==> config.mk <==
export PLATFORM = sky130hd
export DESIGN_NAME = bridge_core_cmd_flat
export DESIGN_NICKNAME = d
export VERILOG_FILES = /design/src/rtl/bridge_core_cmd_pkg.sv /design/src/rtl/bridge_core_cmd_if.sv /design/src/rtl/bridge_cmd_timer.sv /design/src/rtl/bridge_core_cmd.sv /design/src/flat_wrapper.sv
export SDC_FILE = /design/constraint.sdc
export NUM_CORES = 1
export LEC_CHECK = 0
export BUFFER_PORTS_ARGS = -buffer_cell sky130_fd_sc_hd__buf_2
export CAP_MARGIN = 15
export CORE_MARGIN = 2
export CORE_UTILIZATION = 50
export CTS_CLUSTER_SIZE = 30
export DETAILED_ROUTE_END_ITERATION = 8
export GPL_ROUTABILITY_DRIVEN = 1
export GPL_TIMING_DRIVEN = 0
export PLACE_DENSITY = 0.77
export SYNTH_ARGS = -nofsm -noshare
export SYNTH_HDL_FRONTEND = slang
export SYNTH_SLANG_ARGS = --single-unit
==> constraint.sdc <==
create_clock -name clk -period 18.7 [get_ports clk]
set_input_delay 4.675 -clock clk [delete_from_list [all_inputs] [get_ports clk]]
set_output_delay 4.675 -clock clk [all_outputs]
set_load 0.02 [all_outputs]
==> src/rtl/bridge_core_cmd_pkg.sv <==
// Shared types and constants for the bridge core command block.
package bridge_core_cmd_pkg;

    localparam int unsigned ADDR_W  = 27;
    localparam int unsigned DATA_W  = 32;
    localparam int unsigned WORD_W  = 16;
    localparam int unsigned TIMER_W = 32;

    // ASCII tags carried in the upper half of the command register
    localparam logic [WORD_W-1:0] TAG_CM = 16'h434D;
    localparam logic [WORD_W-1:0] TAG_BU = 16'h4255;
    localparam logic [WORD_W-1:0] TAG_OK = 16'h4F4B;

    localparam logic [WORD_W-1:0] RESULT_TIMEOUT = 16'hFFFF;

    typedef enum logic [1:0] {
        ST_IDLE,
        ST_PENDING,
        ST_RUNNING,
        ST_DONE
    } state_e;

    // Four 32-bit words; w0 occupies [127:96]
    typedef struct packed {
        logic [DATA_W-1:0] w0;
        logic [DATA_W-1:0] w1;
        logic [DATA_W-1:0] w2;
        logic [DATA_W-1:0] w3;
    } param_t;

endpackage

==> src/rtl/bridge_core_cmd_if.sv <==
// Host bridge bus plus core request handshake.
interface bridge_core_cmd_if;
    import bridge_core_cmd_pkg::*;

    logic [31:0]       bridge_addr;
    logic              bridge_wr;
    logic [DATA_W-1:0] bridge_wr_data;
    logic              bridge_rd;
    logic [DATA_W-1:0] bridge_rd_data;
    logic              bridge_rd_hit;

    logic              req_valid;
    logic [WORD_W-1:0] req_word;
    param_t            req_param;
    logic              req_ack;
    logic [WORD_W-1:0] req_progress;
    logic              req_done;
    logic [WORD_W-1:0] req_result;
    param_t            req_response;

    modport slave (
        input  bridge_addr, bridge_wr, bridge_wr_data, bridge_rd,
        output bridge_rd_data, bridge_rd_hit,
        input  req_valid, req_word, req_param,
        output req_ack, req_progress, req_done, req_result, req_response
    );

    modport master (
        output bridge_addr, bridge_wr, bridge_wr_data, bridge_rd,
        input  bridge_rd_data, bridge_rd_hit,
        output req_valid, req_word, req_param,
        input  req_ack, req_progress, req_done, req_result, req_response
    );

endinterface

==> src/rtl/bridge_cmd_timer.sv <==
// Loadable down-counter; expire_c flags the last enabled cycle of the window.
module bridge_cmd_timer
    import bridge_core_cmd_pkg::*;
(
    input  logic               clk,
    input  logic               reset,
    input  logic               load,
    input  logic [TIMER_W-1:0] load_value,
    input  logic               en,
    output logic               expire_c
);

    logic [TIMER_W-1:0] count_q;
    logic [TIMER_W-1:0] count_d;

    // Reload on accept, otherwise count down while enabled and saturate at zero
    always_comb begin
        count_d = count_q;
        if (load) begin
            count_d = load_value;
        end else if (en && (count_q != '0)) begin
            count_d = count_q - TIMER_W'(1);
        end
    end

    assign expire_c = en && (count_q == '0);

    // Counter register
    always_ff @(posedge clk or posedge reset) begin
        if (reset) begin
            count_q <= '0;
        end else begin
            count_q <= count_d;
        end
    end

endmodule

==> src/rtl/bridge_core_cmd.sv <==
// Host-visible command window: hands one core command at a time to the host
// through the bridge and returns the host's result/response to the core.
module bridge_core_cmd
    import bridge_core_cmd_pkg::*;
#(
    parameter logic [ADDR_W-1:0]  COMMAND_OFFSET   = 27'h0001000,
    parameter logic [ADDR_W-1:0]  PARAMETER_OFFSET = 27'h0010020,
    parameter logic [ADDR_W-1:0]  RESPONSE_OFFSET  = 27'h0010030,
    parameter logic [TIMER_W-1:0] TIMEOUT_CYCLES   = 32'd1_000_000
) (
    input  logic             clk,
    input  logic             reset,
    bridge_core_cmd_if.slave bus
);

    localparam logic [ADDR_W-1:0] CMD_PAR_PTR = COMMAND_OFFSET + ADDR_W'(4);
    localparam logic [ADDR_W-1:0] CMD_RSP_PTR = COMMAND_OFFSET + ADDR_W'(8);
    localparam logic [ADDR_W-1:0] PAR_W1      = PARAMETER_OFFSET + ADDR_W'(4);
    localparam logic [ADDR_W-1:0] PAR_W2      = PARAMETER_OFFSET + ADDR_W'(8);
    localparam logic [ADDR_W-1:0] PAR_W3      = PARAMETER_OFFSET + ADDR_W'(12);
    localparam logic [ADDR_W-1:0] RSP_W1      = RESPONSE_OFFSET + ADDR_W'(4);
    localparam logic [ADDR_W-1:0] RSP_W2      = RESPONSE_OFFSET + ADDR_W'(8);
    localparam logic [ADDR_W-1:0] RSP_W3      = RESPONSE_OFFSET + ADDR_W'(12);
    localparam logic [TIMER_W-1:0] TIMER_LOAD = TIMEOUT_CYCLES - TIMER_W'(1);

    state_e            state_q, state_d;
    logic              ack_q, ack_d;
    logic              done_q, done_d;
    logic [WORD_W-1:0] word_q, word_d;
    param_t            param_q, param_d;
    logic [WORD_W-1:0] progress_q, progress_d;
    logic [WORD_W-1:0] result_q, result_d;
    param_t            resp_q, resp_d;
    logic [DATA_W-1:0] rd_data_q, rd_data_d;
    logic              rd_hit_q, rd_hit_d;

    logic [ADDR_W-1:0] addr_c;
    logic [WORD_W-1:0] wr_tag_c;
    logic [WORD_W-1:0] wr_val_c;
    logic              cmd_active_c;
    logic              cmd_rd_c;
    logic              cmd_wr_c;
    logic              timer_load_c;
    logic              timer_expire_c;
    logic              addr_hi_unused;

    // Only the low address bits select registers in this block
    assign addr_c         = bus.bridge_addr[ADDR_W-1:0];
    assign addr_hi_unused = ^bus.bridge_addr[31:ADDR_W];
    assign wr_tag_c       = bus.bridge_wr_data[DATA_W-1:WORD_W];
    assign wr_val_c       = bus.bridge_wr_data[WORD_W-1:0];
    assign cmd_active_c   = (state_q == ST_PENDING) || (state_q == ST_RUNNING);
    assign cmd_rd_c       = bus.bridge_rd && (addr_c == COMMAND_OFFSET);
    assign cmd_wr_c       = bus.bridge_wr && (addr_c == COMMAND_OFFSET);

    bridge_cmd_timer u_timer (
        .clk        (clk),
        .reset      (reset),
        .load       (timer_load_c),
        .load_value (TIMER_LOAD),
        .en         (cmd_active_c),
        .expire_c   (timer_expire_c)
    );

    // Read decode; data and hit are registered for one-cycle latency
    always_comb begin
        rd_data_d = '0;
        rd_hit_d  = 1'b0;
        if (bus.bridge_rd) begin
            rd_hit_d = 1'b1;
            if (addr_c == COMMAND_OFFSET) begin
                rd_data_d = cmd_active_c ? {TAG_CM, word_q} : '0;
            end else if (addr_c == CMD_PAR_PTR) begin
                rd_data_d = DATA_W'(PARAMETER_OFFSET);
            end else if (addr_c == CMD_RSP_PTR) begin
                rd_data_d = DATA_W'(RESPONSE_OFFSET);
            end else if (addr_c == PARAMETER_OFFSET) begin
                rd_data_d = param_q.w0;
            end else if (addr_c == PAR_W1) begin
                rd_data_d = param_q.w1;
            end else if (addr_c == PAR_W2) begin
                rd_data_d = param_q.w2;
            end else if (addr_c == PAR_W3) begin
                rd_data_d = param_q.w3;
            end else begin
                rd_hit_d = 1'b0;
            end
        end
    end

    // Command FSM next-state; timeout and accept override host response writes
    always_comb begin
        state_d      = state_q;
        ack_d        = 1'b0;
        word_d       = word_q;
        param_d      = param_q;
        progress_d   = progress_q;
        result_d     = result_q;
        resp_d       = resp_q;
        timer_load_c = 1'b0;

        if (bus.bridge_wr) begin
            if (addr_c == RESPONSE_OFFSET) begin
                resp_d.w0 = bus.bridge_wr_data;
            end else if (addr_c == RSP_W1) begin
                resp_d.w1 = bus.bridge_wr_data;
            end else if (addr_c == RSP_W2) begin
                resp_d.w2 = bus.bridge_wr_data;
            end else if (addr_c == RSP_W3) begin
                resp_d.w3 = bus.bridge_wr_data;
            end
        end

        case (state_q)
            ST_IDLE: begin
                if (bus.req_valid) begin
                    word_d       = bus.req_word;
                    param_d      = bus.req_param;
                    ack_d        = 1'b1;
                    progress_d   = '0;
                    resp_d       = '0;
                    timer_load_c = 1'b1;
                    state_d      = ST_PENDING;
                end
            end
            ST_PENDING: begin
                if (timer_expire_c) begin
                    result_d = RESULT_TIMEOUT;
                    resp_d   = '0;
                    state_d  = ST_DONE;
                end else if (cmd_rd_c) begin
                    state_d = ST_RUNNING;
                end
            end
            ST_RUNNING: begin
                if (cmd_wr_c && (wr_tag_c == TAG_OK)) begin
                    result_d = wr_val_c;
                    state_d  = ST_DONE;
                end else begin
                    if (cmd_wr_c && (wr_tag_c == TAG_BU)) begin
                        progress_d = wr_val_c;
                    end
                    if (timer_expire_c) begin
                        result_d = RESULT_TIMEOUT;
                        resp_d   = '0;
                        state_d  = ST_DONE;
                    end
                end
            end
            ST_DONE: begin
                state_d = ST_IDLE;
            end
            default: begin
                state_d = ST_IDLE;
            end
        endcase

        done_d = (state_d == ST_DONE);
    end

    // All state and output registers
    always_ff @(posedge clk or posedge reset) begin
        if (reset) begin
            state_q    <= ST_IDLE;
            ack_q      <= 1'b0;
            done_q     <= 1'b0;
            word_q     <= '0;
            param_q    <= '0;
            progress_q <= '0;
            result_q   <= '0;
            resp_q     <= '0;
            rd_data_q  <= '0;
            rd_hit_q   <= 1'b0;
        end else begin
            state_q    <= state_d;
            ack_q      <= ack_d;
            done_q     <= done_d;
            word_q     <= word_d;
            param_q    <= param_d;
            progress_q <= progress_d;
            result_q   <= result_d;
            resp_q     <= resp_d;
            rd_data_q  <= rd_data_d;
            rd_hit_q   <= rd_hit_d;
        end
    end

    assign bus.bridge_rd_data = rd_data_q;
    assign bus.bridge_rd_hit  = rd_hit_q;
    assign bus.req_ack        = ack_q;
    assign bus.req_done       = done_q;
    assign bus.req_progress   = progress_q;
    assign bus.req_result     = result_q;
    assign bus.req_response   = resp_q;

endmodule

==> src/flat_wrapper.sv <==
// flat-port wrapper written by rule: the top's interface ports become plain ports
module bridge_core_cmd_flat import bridge_core_cmd_pkg::*;
#(
    parameter logic [ADDR_W-1:0]  COMMAND_OFFSET   = 27'h0001000,
    parameter logic [ADDR_W-1:0]  PARAMETER_OFFSET = 27'h0010020,
    parameter logic [ADDR_W-1:0]  RESPONSE_OFFSET  = 27'h0010030,
    parameter logic [TIMER_W-1:0] TIMEOUT_CYCLES   = 32'd1_000_000
)
  (clk, reset, bus_bridge_addr, bus_bridge_wr, bus_bridge_wr_data, bus_bridge_rd, bus_bridge_rd_data, bus_bridge_rd_hit, bus_req_valid, bus_req_word, bus_req_param, bus_req_ack, bus_req_progress, bus_req_done, bus_req_result, bus_req_response);
  bridge_core_cmd_if bus_i ();
  input  logic clk;
  input  logic reset;
  input wire logic [$bits(bus_i.bridge_addr)-1:0] bus_bridge_addr;
  input wire logic [$bits(bus_i.bridge_wr)-1:0] bus_bridge_wr;
  input wire logic [$bits(bus_i.bridge_wr_data)-1:0] bus_bridge_wr_data;
  input wire logic [$bits(bus_i.bridge_rd)-1:0] bus_bridge_rd;
  output wire logic [$bits(bus_i.bridge_rd_data)-1:0] bus_bridge_rd_data;
  output wire logic [$bits(bus_i.bridge_rd_hit)-1:0] bus_bridge_rd_hit;
  input wire logic [$bits(bus_i.req_valid)-1:0] bus_req_valid;
  input wire logic [$bits(bus_i.req_word)-1:0] bus_req_word;
  input wire logic [$bits(bus_i.req_param)-1:0] bus_req_param;
  output wire logic [$bits(bus_i.req_ack)-1:0] bus_req_ack;
  output wire logic [$bits(bus_i.req_progress)-1:0] bus_req_progress;
  output wire logic [$bits(bus_i.req_done)-1:0] bus_req_done;
  output wire logic [$bits(bus_i.req_result)-1:0] bus_req_result;
  output wire logic [$bits(bus_i.req_response)-1:0] bus_req_response;
  assign bus_i.bridge_addr = bus_bridge_addr;
  assign bus_i.bridge_wr = bus_bridge_wr;
  assign bus_i.bridge_wr_data = bus_bridge_wr_data;
  assign bus_i.bridge_rd = bus_bridge_rd;
  assign bus_bridge_rd_data = bus_i.bridge_rd_data;
  assign bus_bridge_rd_hit = bus_i.bridge_rd_hit;
  assign bus_i.req_valid = bus_req_valid;
  assign bus_i.req_word = bus_req_word;
  assign bus_i.req_param = bus_req_param;
  assign bus_req_ack = bus_i.req_ack;
  assign bus_req_progress = bus_i.req_progress;
  assign bus_req_done = bus_i.req_done;
  assign bus_req_result = bus_i.req_result;
  assign bus_req_response = bus_i.req_response;
  bridge_core_cmd #(.COMMAND_OFFSET(COMMAND_OFFSET), .PARAMETER_OFFSET(PARAMETER_OFFSET), .RESPONSE_OFFSET(RESPONSE_OFFSET), .TIMEOUT_CYCLES(TIMEOUT_CYCLES)) u_core (.clk(clk), .reset(reset), .bus(bus_i));
endmodule
==> flow_summary.json, run 1 <==
{
  "cp_max_fo": 10,
  "wl_met2_um": 25900,
  "die_area_um2": 33900,
  "clkSinkCount": 373,
  "ys_seq_area_frac": 0.576,
  "layout_commonest_cell": "nand2_1",
  "ant_nets": 0,
  "relSlewSlack": 0.353,
  "synth_fp_nets": 1961,
  "areaGrowthSynthToFinish_pct": 24.8,
  "ir_drop_v": 0.0000851,
  "first_iter_violations": 1138,
  "die_width_um": 184,
  "max_stage_delay_ns": 0.76,
  "synth_simple_gate_area_frac": 0.235,
  "stdcell_count": 2626,
  "synth-adder-area-share": 0.00463,
  "skew_ns": 0.0270,
  "syn_area_um2": 16200,
  "syn_inst": 1742,
  "drt-vias-per-instance": 5.66,
  "cts_made_buffers": 40,
  "die_h_um": 184,
  "post_cts_resized": 0,
  "crit_buf_inv": 2,
  "synth-xor-area-share": 0.00864,
  "drt_wl_total_um": 53400,
  "synth_cell_types": 64,
  "fill_cells": 2655,
  "min_period_ns": 6.97,
  "yosys_register_bits": 373,
  "route.met3.wl_um": 4910,
  "final_nets": 2409,
  "wl_per_cell_um": 20.3,
  "fp-row-count": 65,
  "reg2reg_slack_ns": 15.44,
  "drive_gt1_frac": 0.239,
  "grt_pass1_wl_um": 81200,
  "r2r-end": "u_core.u_timer.count_q[11]",
  "max_freq_ghz": 0.144,
  "grt_max_degree": 110,
  "status": "finished clean",
  "power.density_nw_per_um2": 104,
  "multiInputGateArea_um2": 6270,
  "synth_top_family_by_area": "simple AND/OR/NAND/NOR gates",
  "wl_met1_um": 20900,
  "cp_slowest_cell": "nor4_1",
  "critPathCaptureType": "flop",
  "power.total_mw": 2.11,
  "drc": 0,
  "cp_cell_sequence": "buf_2 -> nor4_1 -> nand3_1 -> nor4_1 -> clkbuf_1 -> a21oi_1 -> nor3_1",
  "clk_latency_ns": 0.55,
  "regArea_um2": 9330,
  "clock_path_buffers": 3,
  "final_hold_viol_count": 0,
  "critPathKind": "input pin to flop",
  "p_leak_nw": 10.1,
  "dp.cells": 2550,
  "cts_tree": "built",
  "postCtsSetupBuffers": 0,
  "pin_count": 408,
  "grt-ovfl-total": 0,
  "cp-start-kind": "input pin",
  "grt_usage": 0.312,
  "cp.required_ns": 19.13,
  "tightest_slew_ns": 0.964,
  "cts_root_buf": "clkbuf_16",
  "antenna_found_initial": 6,
  "min_path_type": "flop to flop",
  "syn_area_per_cell_um2": 9.31,
  "cts_max_level": 2,
  "grt_pass1_vias": 14544,
  "cp.arrival_ns": 7.40,
  "core_area_um2": 31700,
  "path_clk_slew_ns": 0.06,
  "rsz0062_at_grt": "false",
  "finalSetupViolations": 0,
  "ys.flop_type": "dfrtp_1",
  "start_util": 0.511,
  "cp_common_cell": "nor4_1",
  "layout_common_cells": "731 x nand2_1, 406 x buf_2, 373 x dfrtp_1",
  "hold_path_end": "u_core.param_q[10]",
  "synth_compound_area_frac": 0.104,
  "dr.pass1.iters": 5,
  "highest_layer": "met5",
  "slew_violations": 0,
  "layout_worst_path_cycle_share": 0.373,
  "hold_depth": 2,
  "critPathTopFamily": "simple AND/OR/NAND/NOR gates",
  "r2r-start": "u_core.state_q[0]",
  "r2r_cells": 9,
  "io_buffers": 401,
  "maxCapViolCount": 0,
  "hold_buffers": 0,
  "synth_edf_count": 0,
  "hpwl_um": 39600,
  "dr_total_vias": 14854,
  "muxShareOfSynthArea": 0.0344,
  "async_flop_share": 1.00,
  "min_from": "u_core.param_q[10]",
  "place_congestion": 0.884,
  "yosys_warnings": 0
}
power breakdown:
part / switching, mW / leakage (nW) / internal (mW) / total, mW
clock: 0.334 / 0.693 / 0.506 / 0.840
sequential: 0.0863 / 4.89 / 0.939 / 1.03
combinational: 0.136 / 4.51 / 0.110 / 0.246
total: 0.556 / 10.1 / 1.55 / 2.11
sequential cells by signal, indices dropped and copies added, names as in the netlist, 2 cells and up:
register,cells
u_core.bus.req_response,128
u_core.bus.req_result,16
u_core.state_q,2
u_core.bus.req_progress,16
u_core.u_timer.count_q,32
u_core.bus.bridge_rd_data,32
u_core.word_q,16
u_core.param_q,128
cell families after synthesis:
| logic type | after synthesis |
|---|---|
| adders and majority gates | 6 |
| muxes | 32 |
| buffers and inverters | 134 |
| DFF | 373 |
| xor gates and xnor gates | 16 |
| AOI/OAI and AO/OA | 282 |
| and+or+nand+nor | 899 |
how the worst max path moves through the flow:
stage / slack [ns] / to / cells past startpoint / startpoint
floorplan: 3.67 / u_core.bus.bridge_rd_data[0] / 1 / reset
global placement: -0.14 / u_core.param_q[39] / 2 / reset
detailed placement: 11.26 / u_core.bus.bridge_rd_data[1] / 7 / bus_bridge_addr[7]
CTS: 11.78 / u_core.bus.bridge_rd_data[1] / 7 / bus_bridge_addr[7]
global route: 11.58 / u_core.bus.bridge_rd_data[8] / 7 / bus_bridge_addr[7]
finish: 11.73 / u_core.bus.bridge_rd_data[1] / 7 / bus_bridge_addr[7]
metrics by stage:
step           hold WS, ns  utilization  setup TNS, ns  setup slack (ns)  cell area (um2)
5_1_grt              0.491        0.638              0             11.58            20200
3_3_place_gp         0.454        0.590         -31.84            -0.137            18700
2_1_floorplan        0.440            -              0              3.67            16200
4_1_cts              0.477        0.638              0             11.78            20200
6_report             0.471        0.638              0             11.73            20200
3_5_place_dp         0.462        0.593              0             11.26            18800
routing by layer:
layer / up-vias / GRT usage
met1: 7159 / 0.400
met2: 798 / 0.532
met4: 8 / 0.0992
li1: 6764 / -
met5: - / 0
met3: 125 / 0.0654
cell type report:
| class | instances | share of cell area |
|---|---|---|
| clock buffers | 56 | 0.0595 |
| repair buffers | 406 | 0.104 |
| well taps | 402 | 0.0248 |
| plain buffers | 113 | 0.0261 |
| flip-flops and latches | 373 | 0.461 |
| diodes | 3 | 0.000371 |
| clock inverters | 17 | 0.0103 |
| multi-input cells | 1235 | 0.310 |
| inverters | 21 | 0.00426 |
worst reg2reg max path, stage by stage (launching register included):
cell and delay, ns:
dfrtp_1 0.45, inv_1 0.10, ha_1 0.28, clkbuf_1 0.37, or3b_2 0.55, nor4_2 0.41, o31ai_1 0.20, buf_2 0.24
or4_1 0.41, a21oi_1 0.17
cells in the mapped netlist (4+ instances only):
library cell	instances	area [um2]
nor4bb_1	4	40.0
or3_1	11	68.8
inv_1	20	75.1
nor4_1	22	138
dfrtp_1	373	9330
nand3_1	13	65.1
xor2_1	7	61.3
a21oi_1	166	831
o22ai_1	13	81.3
a31oi_1	6	37.5
xnor2_1	9	78.8
or4_1	14	105
or2_2	6	37.5
o211ai_1	18	135
nor3_1	23	115
a211oi_1	11	82.6
o31ai_1	8	60.1
clkbuf_1	93	349
nand2_1	731	2740
o21ai_0	20	100
mux4_2	19	428
mux2i_1	13	130
ha_1	6	75.1
buf_6	12	135
nand4_1	24	150
o22a_1	16	140
nor2_1	22	82.6
(Power assumes the default switching activity.)
==> inputs of run 2 (changes only) <==
--- a/config.mk
+++ b/config.mk
@@ -8,7 +8,7 @@
 export BUFFER_PORTS_ARGS = -buffer_cell sky130_fd_sc_hd__buf_2
 export CAP_MARGIN = 15
 export CORE_MARGIN = 2
-export CORE_UTILIZATION = 50
+export CORE_UTILIZATION = 48
 export CTS_CLUSTER_SIZE = 30
 export DETAILED_ROUTE_END_ITERATION = 8
 export GPL_ROUTABILITY_DRIVEN = 1
==> constraint.sdc (replaced) <==
create_clock -name clk -period 6.05 [get_ports clk]
set_input_delay 1.5125 -clock clk [delete_from_list [all_inputs] [get_ports clk]]
set_output_delay 1.5125 -clock clk [all_outputs]
set_load 0.02 [all_outputs]
==> run 2 against run 1 <==
Critical path depth grew 1. Wire length grew 1.5%. Cell count grew 1.9%. Global-route usage shrank 0.64 points. Combinational power grew to 3.2 times the previous value. Register-to-register slack lost 13 ns. Sequential share of layout area shrank 0.14 points. Worst setup slack lost 9.7 ns.
==> flow_summary.json, run 2 (synthesis results as in run 1) <==
{
  "wl_per_cell_um": 20.3,
  "cp_common_cell": "clkbuf_1",
  "cp.required_ns": 6.46,
  "drc": 0,
  "power.density_nw_per_um2": 314,
  "rsz0062_at_grt": "false",
  "grt-ovfl-total": 0,
  "multiInputGateArea_um2": 6280,
  "clk_latency_ns": 0.54,
  "grt_pass1_vias": 14941,
  "tightest_slew_ns": 0.966,
  "min_path_type": "flop to flop",
  "cts_root_buf": "clkbuf_16",
  "critPathKind": "input pin to flop",
  "pwr-share-comb": 0.121,
  "r2r_cells": 9,
  "hpwl_um": 40500,
  "cp_cell_sequence": "buf_2 -> clkbuf_1 -> or3_1 -> clkbuf_1 -> nor4_2 -> clkbuf_1 -> nand2_1 -> a21oi_1",
  "cp-start-kind": "input pin",
  "skew_ns": 0.0254,
  "core_area_um2": 33400,
  "grt_usage": 0.306,
  "areaGrowthSynthToFinish_pct": 25.2,
  "antenna_found_initial": 5,
  "path_clk_slew_ns": 0.06,
  "p_seq_frac": 0.496,
  "clkSinkCount": 373,
  "ir_drop_v": 0.000246,
  "switching_share": 0.266,
  "grt_pass1_wl_um": 83600,
  "clock_path_buffers": 3,
  "cts_tree": "built",
  "dr.pass1.iters": 6,
  "slew_violations": 0,
  "grt_max_degree": 45,
  "post-route-util": 0.609,
  "final_nets": 2413,
  "layout_commonest_cell": "nand2_1",
  "relSlewSlack": 0.347,
  "max_freq_ghz": 0.247,
  "regArea_um2": 9330,
  "r2r-start": "u_core.state_q[0]",
  "place_congestion": 0.902,
  "maxCapViolCount": 0,
  "worst_slack_ns": 1.99,
  "min_from": "u_core.param_q[69]",
  "io_buffers": 401,
  "finalSetupViolations": 0,
  "hold_depth": 2,
  "drive_gt1_frac": 0.239,
  "p_int_mw": 4.69,
  "cts_max_level": 2,
  "r2r-end": "u_core.u_timer.count_q[11]",
  "die_width_um": 188,
  "critPathCaptureType": "flop",
  "p_switching_mw": 1.70,
  "max_stage_delay_ns": 0.94,
  "pin_count": 408,
  "first_iter_violations": 1236,
  "clkPwrFrac": 0.382,
  "postCtsSetupBuffers": 0,
  "cp_slowest_cell": "nor4_2",
  "cp.arrival_ns": 4.47,
  "p_leak_nw": 10.1,
  "hold_buffers": 0,
  "preCtsSetupSlack_ns": 1.59,
  "drt-vias-per-instance": 5.59,
  "hold_path_end": "u_core.param_q[69]",
  "die_h_um": 188,
  "layout_worst_path_cycle_share": 0.670,
  "hold_ws_ns": 0.469,
  "drt_wl_total_um": 54200,
  "layout_common_cells": "731 x nand2_1, 404 x buf_2, 373 x dfrtp_1",
  "fp-row-count": 67,
  "reg2reg_slack_ns": 2.77,
  "fin_tns_setup_ns": 0,
  "cp_max_fo": 10,
  "die_area_um2": 35300,
  "post_cts_resized": 0,
  "fill_cells": 2870,
  "final_hold_viol_count": 0,
  "start_util": 0.486,
  "status": "finished clean",
  "dr_total_vias": 14952,
  "min_period_ns": 4.06,
  "ant_nets": 0,
  "cts_made_buffers": 40
}
==> run 2: cell types whose count changed in the layout (fill, tap and decap cells not counted), moves of 2 or more <==
cell and change:
nor4_2 +2, buf_16 -3, bufinv_16 -3, buf_2 -2
clkbuf_1 +4, buf_12 +9, nor4_1 -2
==> run 2: area by class of cell <==
cell class	count	area share
inverters	21	0.00407
flip-flops and latches	373	0.460
well taps	448	0.0276
plain buffers	113	0.0261
multi-input cells	1235	0.310
diodes	3	0.000370
repair buffers	410	0.108
clock inverters	12	0.00499
clock buffers	60	0.0600
==> run 2: worst max-delay path by stage <==
stage / startpoint / end / slack [ns] / depth (start not counted)
after global placement: reset / u_core.bus.bridge_rd_data[21] / -2.45 / 2
after global routing: bus_bridge_addr[3] / u_core.bus.req_response[126] / 1.94 / 8
final: bus_bridge_addr[3] / u_core.bus.req_response[124] / 1.99 / 8
after detailed placement: bus_bridge_addr[3] / u_core.bus.req_response[126] / 1.59 / 8
after CTS: bus_bridge_addr[3] / u_core.bus.req_response[126] / 2.11 / 8
after floorplan: reset / u_core.bus.bridge_rd_data[0] / -0.47 / 1
==> run 2: routing by layer <==
layer	wire, um	global-route usage	vias up
met1	20800	0.388	7170
met2	26400	0.524	864
met4	1960	0.111	2
met3	5000	0.0578	142
met5	12	0	-
li1	-	-	6774
==> run 2: metrics by stage <==
stage	instances	power [mW]	cell area, um2
after floorplan	1742	3.64	16200
after detailed placement	2600	3.96	19000
after CTS	2672	6.39	20300
after global placement	2591	3.90	18800
final	2675	6.38	20300
after global routing	2675	6.63	20300
==> run 2: worst max-delay path: cells and delay by family <==
family,cells,cell delay [ns]
AOI/OAI and AO/OA,1,0.25
buffers and inverters,4,1.20
and+or+nand+nor,3,1.50
==> run 2: power by group through the flow <==
| stage | clock network (mW) | logic (mW) | registers, mW |
|---|---|---|---|
| after floorplan | 0 | 0.490 | 3.15 |
| after global placement | 0 | 0.722 | 3.18 |
| after detailed placement | 0 | 0.769 | 3.20 |
| after CTS | 2.45 | 0.780 | 3.16 |
| after global routing | 2.55 | 0.880 | 3.21 |
| final | 2.44 | 0.775 | 3.17 |
